<file path="config.mk">
export PLATFORM = sky130hd
export DESIGN_NAME = fetch_prefetch_queue
export DESIGN_NICKNAME = d
export VERILOG_FILES = /design/src/rtl/fetch_prefetch_queue.sv
export SDC_FILE = /design/constraint.sdc
export NUM_CORES = 1
export LEC_CHECK = 0
export CAP_MARGIN = 20
export CORE_MARGIN = 2
export CORE_UTILIZATION = 55
export CTS_BUF_LIST = sky130_fd_sc_hd__clkbuf_4 sky130_fd_sc_hd__clkbuf_8
export CTS_CLUSTER_SIZE = 14
export DETAILED_ROUTE_END_ITERATION = 8
export PLACE_DENSITY_LB_ADDON = 0.15
export SYNTH_ARGS = -nofsm -noshare
export SYNTH_HDL_FRONTEND = slang
export SYNTH_SLANG_ARGS = --single-unit
export TNS_END_PERCENT = 10
</file>
<file path="constraint.sdc">
create_clock -name clk -period 4.78 [get_ports clk]
set_clock_uncertainty 0.1 [all_clocks]
set_input_delay 0.717 -clock clk [delete_from_list [all_inputs] [get_ports clk]]
set_output_delay 0.717 -clock clk [all_outputs]
set_load 0.05 [all_outputs]
</file>
<file path="src/rtl/fetch_prefetch_queue.sv">
// Pipelined instruction prefetcher: keeps in-order bus reads in flight,
// buffers little-endian words in a small queue, flushes on redirect.
module fetch_prefetch_queue #(
  parameter int unsigned DEPTH           = 4,
  parameter int unsigned MAX_OUTSTANDING = 2,
  parameter logic [31:0] RESET_PC        = 32'h0
) (
  input  logic        clk,
  input  logic        rstn,
  input  logic        redirect,
  input  logic [31:0] redirect_pc,
  output logic        out_valid,
  input  logic        out_ready,
  output logic [31:0] out_instr,
  output logic [31:0] out_pc,
  output logic        request_enable,
  output logic        mode,
  output logic [31:0] addr,
  output logic [31:0] wdata,
  output logic [3:0]  wstrb,
  input  logic        response_enable,
  input  logic [31:0] data
);

  localparam int unsigned AW = (DEPTH > 1) ? $clog2(DEPTH) : 1;
  localparam int unsigned CW = $clog2(DEPTH + 1);
  localparam logic MEMREQ_READ = 1'b0;
  localparam logic [CW-1:0] MAX_C = CW'(MAX_OUTSTANDING);
  localparam logic [CW:0] DEPTH_C = (CW + 1)'(DEPTH);

  function automatic logic [31:0] to_le32(input logic [31:0] w);
    return {w[7:0], w[15:8], w[23:16], w[31:24]};
  endfunction

  logic [31:0]   instr_q [DEPTH];
  logic [31:0]   pc_q    [DEPTH];
  logic [AW-1:0] head_q, head_d;
  logic [AW-1:0] tail_q, tail_d;
  logic [CW-1:0] count_q, count_d;
  logic [CW-1:0] inflight_q, inflight_d;
  logic [CW-1:0] stale_q, stale_d;
  logic [31:0]   fetch_pc_q, fetch_pc_d;
  logic [31:0]   resp_pc_q, resp_pc_d;
  logic          req_en_q;
  logic [31:0]   addr_q;

  logic          resp_ok;
  logic          resp_drop;
  logic          push;
  logic          pop;
  logic          issue;
  logic [CW:0]   reserved;
  logic [31:0]   redir_pc;

  assign redir_pc  = redirect_pc & ~32'h3;
  assign resp_ok   = response_enable && (inflight_q != '0);
  assign resp_drop = resp_ok && (stale_q != '0);
  assign push      = resp_ok && !resp_drop && !redirect;
  assign pop       = (count_q != '0) && out_ready && !redirect;
  // Queue slots already spoken for: occupied plus live in-flight reads.
  assign reserved  = {1'b0, count_q} + {1'b0, inflight_q - stale_q};
  assign issue     = !redirect && (inflight_q < MAX_C) &&
                     (reserved < DEPTH_C);

  // Next-state for pointers, counters and fetch/response addresses.
  always_comb begin
    head_d     = head_q;
    tail_d     = tail_q;
    count_d    = count_q;
    inflight_d = inflight_q;
    stale_d    = stale_q;
    fetch_pc_d = fetch_pc_q;
    resp_pc_d  = resp_pc_q;
    if (redirect) begin
      head_d     = '0;
      tail_d     = '0;
      count_d    = '0;
      inflight_d = inflight_q - CW'(resp_ok);
      stale_d    = inflight_q - CW'(resp_ok);
      fetch_pc_d = redir_pc;
      resp_pc_d  = redir_pc;
    end else begin
      inflight_d = inflight_q + CW'(issue) - CW'(resp_ok);
      stale_d    = stale_q - CW'(resp_drop);
      if (issue) fetch_pc_d = fetch_pc_q + 32'd4;
      if (push) begin
        tail_d    = tail_q + AW'(1);
        resp_pc_d = resp_pc_q + 32'd4;
      end
      if (pop) head_d = head_q + AW'(1);
      count_d = count_q + CW'(push) - CW'(pop);
    end
  end

  // Control state and the registered bus request.
  always_ff @(posedge clk or negedge rstn) begin
    if (!rstn) begin
      head_q     <= '0;
      tail_q     <= '0;
      count_q    <= '0;
      inflight_q <= '0;
      stale_q    <= '0;
      fetch_pc_q <= RESET_PC;
      resp_pc_q  <= RESET_PC;
      req_en_q   <= 1'b0;
      addr_q     <= '0;
    end else begin
      head_q     <= head_d;
      tail_q     <= tail_d;
      count_q    <= count_d;
      inflight_q <= inflight_d;
      stale_q    <= stale_d;
      fetch_pc_q <= fetch_pc_d;
      resp_pc_q  <= resp_pc_d;
      req_en_q   <= issue;
      if (issue) addr_q <= fetch_pc_q;
    end
  end

  // Queue storage: a returned word lands at the tail with its address.
  always_ff @(posedge clk or negedge rstn) begin
    if (!rstn) begin
      for (int i = 0; i < DEPTH; i++) begin
        instr_q[i] <= '0;
        pc_q[i]    <= '0;
      end
    end else if (push) begin
      instr_q[tail_q] <= to_le32(data);
      pc_q[tail_q]    <= resp_pc_q;
    end
  end

  assign out_valid      = (count_q != '0);
  assign out_instr      = out_valid ? instr_q[head_q] : '0;
  assign out_pc         = out_valid ? pc_q[head_q] : '0;
  assign request_enable = req_en_q;
  assign mode           = MEMREQ_READ;
  assign addr           = addr_q;
  assign wdata          = '0;
  assign wstrb          = '0;

endmodule

</file>
==> flow_summary.ini <==
[sta]
finalHoldViolCount = 0
slew_violations = 0
grt_setup_unrepaired = no
fmax_ghz = 0.246
period_share_pct = 85.2
slew_headroom_pct = 37.1
hold_slack_ns = 0.0456
fin_crit_ns = 4.07
finalSetupViolations = 0
tns_ns = 0
tightest_slew_ns = 0.942

[global_routing]
gr-usage-all-layers_pct = 23.0
grt_pass1_wl_um = 57600
grt_overflow = 0
grt_max_degree = 110
antenna_found_initial = 1
grt_pass1_vias = 10800

[power]
switchingPower_mw = 4.55
power_frac_seq_pct = 35.2
internal_power_mw = 7.42
p_per_area_mw_per_mm2 = 605
p_sw_share_pct = 38.0
leakagePower_nw = 8.93
pwr-share-comb_pct = 42.2
peakVddDrop_mv = 0.425
clkPwrFrac_pct = 22.6

[clock_tree]
cts_root_buffer = clkbuf_8
clk_latency_ns = 0.60
clock-sinks = 352
clk_pin_slew_ns = 0.06
cts_tree = built
holdBufCountCts = 0
cts_buffers = 58
cts_resized = 0
htree_levels = 2
cts_setup_buffers = 0
clock_path_buffers = 3

[setup_path]
cp_max_fo = 28
critPathTopFamily = buffers and inverters
worstPathArrival_ns = 3.25
start_kind = register
cp.required_ns = 3.96
r2r-start = inflight_q[0]
path_class = reg -> out
r2r_cells = 15
slowest_stage = dfrtp_4
crit_chain = buf_4 > mux4_2 > and2_1 > clkdlybuf4s50_1
max_stage_delay_ns = 0.82
worstReg2RegEnd = inflight_q[2]
crit_path_end_kind = primary output
crit_buf_inv = 2
reg2reg_slack_ns = 1.09

[synthesis]
syn_inst = 1216
avgSynthCellArea_um2 = 13.8
async_flop_share_pct = 100
synth_top_area_cell = dfrtp_1
ys_seq_elements = 352
synth-edff-count = 0
yosysTopAreaCellShare_pct = 52.6
synth_ff_type = dfrtp_1
yosys_warnings = 0
ys_top_cells_by_area = dfrtp_1 (53%), mux2_2 (20%), mux4_2 (8.3%)
synth.distinct_cells = 42
synth-seq-area-share_pct = 52.6
synthesis.area_mm2 = 0.0167

[status]
status = completed

[hold_path]
hold_class = in -> async

[job]
maxCapViolCount = 0

[placed_design]
dpl.hpwl_um = 22400
gp_congestion = 0.790
port_buffers = 160

[drt]
drc = 0
drt_iter0_drc = 491
wl_per_cell_um = 19.2
vias_per_cell = 5.58
detail-route-antenna-nets = 0
first_pass_iters = 4
routed_wl_um = 34800
vias = 10100

[floorplanning]
start_util_pct = 56.2
ios = 204
fp.dieW_um = 178
rows = 63
die_y_um = 178
die_area_mm2 = 0.0319
fp.coreArea_mm2 = 0.0298

[final_layout]
syn_to_final_growth_pct = 18.1
final_common_cell = dfrtp_1
diodes = 0
nNetsFinal = 1473
multi_input_area_mm2 = 0.00740
layout_common_cells = dfrtp_1 (350), mux2_2 (296), clkdlybuf4s50_1 (159), clkbuf_8 (71), and2_1 (63)
seqCellArea_mm2 = 0.00881
fill_cells = 2237
drive_above_1_share_pct = 34.9
[worst reg2reg max path: stages (launching register included)]
cell and delay [ns]:
dfrtp_1 0.40, inv_1 0.10, ha_1 0.14, inv_1 0.04, fa_1 0.38, xnor2_1 0.18, ha_1 0.25, or4b_4 0.56
nor3_4 0.21, inv_1 0.07, ha_1 0.28, inv_1 0.04, ha_1 0.18, fa_1 0.40, xor2_1 0.17, o21ai_0 0.13
[synthesized netlist by cell type, types with 2 or more instances]
cell      instances
inv_1            20
nand2b_1         10
dfrtp_1         352
mux2_2          296
nand3_1          31
nand2_1          31
o31a_1            2
or3_1             8
fa_1              3
xor2_1           34
clkbuf_1         33
nor3_1            9
mux4_2           62
nor2b_1           2
mux2i_1           4
and2_1           63
nor4_2            3
nor2_1           28
o21a_1            2
a21oi_1          15
buf_4            41
and4_1            2
nand4_1          26
o21ai_0          11
buf_1             4
a31oi_1           7
ha_1             18
and3_1            7
nor4_1            5
buf_2            36
xnor2_1          24
a21boi_0         17
[logic make-up after synthesis]
family	Yosys count	synth area share (%)
buffers and inverters	135	4.21
and+or+nand+nor	230	7.77
AOI/OAI and AO/OA	57	2.17
xor gates and xnor gates	58	3.03
DFF	352	52.6
adders and majority gates	21	1.70
other	1	0.0224
muxes	362	28.5
[state kept, by name (all words and copies together), names as in the netlist]
register	flops
tail_q	2
fetch_pc_q	30
instr_q	128
pc_q	120
addr	30
inflight_q	3
count_q	3
request_enable	1
head_q	2
stale_q	3
resp_pc_q	30
[how the worst max path moves through the flow]
stage          slack [ns]            end       startpoint  cells past startpoint
6_report             0.71     out_pc[26]        head_q[0]                      4
5_1_grt              0.50     out_pc[26]        head_q[0]                      4
4_1_cts              0.60     out_pc[26]        head_q[0]                      4
3_5_place_dp         0.98    instr_q[56]  response_enable                      8
3_3_place_gp         1.07    instr_q[63]  response_enable                      8
2_1_floorplan        0.92  inflight_q[2]    inflight_q[0]                     16
[stage by stage]
stage          util, %  std cells  power, mW  area, um2  setup slack, ns
5_1_grt           66.4       1812       12.6      19800            0.505
2_1_floorplan        -       1256       7.79      16900            0.916
3_3_place_gp      62.3       1712       9.25      18600             1.07
3_5_place_dp      62.3       1713       9.35      18600            0.981
4_1_cts           66.4       1812       12.1      19800            0.603
6_report          66.4       1812       12.0      19800            0.709
[power groups by stage]
| stage | combinational [mW] | clock, mW | sequential, mW |
|---|---|---|---|
| 2_1_floorplan | 3.29 | 0 | 4.50 |
| 3_3_place_gp | 5.02 | 0 | 4.23 |
| 6_report | 5.05 | 2.70 | 4.21 |
| 3_5_place_dp | 5.10 | 0 | 4.25 |
| 4_1_cts | 5.11 | 2.78 | 4.22 |
| 5_1_grt | 5.38 | 2.94 | 4.32 |
[area by class of cell]
cell class / instances / area share (%)
Clock buffer: 88 / 5.59
Clock inverter: 11 / 0.487
Timing Repair Buffer: 181 / 9.10
Multi-Input combinational cell: 769 / 37.4
Tap cell: 390 / 2.47
Sequential cell: 352 / 44.6
Inverter: 21 / 0.399
[per-layer routing]
layer | GRT usage (%) | vias to the layer above | wire (um)
met5 | 0 | - | 13
met4 | 5.72 | 2 | 467
met3 | 4.26 | 47 | 1790
met2 | 37.7 | 235 | 16600
met1 | 32.0 | 5205 | 15900
li1 | - | 4629 | -
Power figures use the tool's default switching activity.
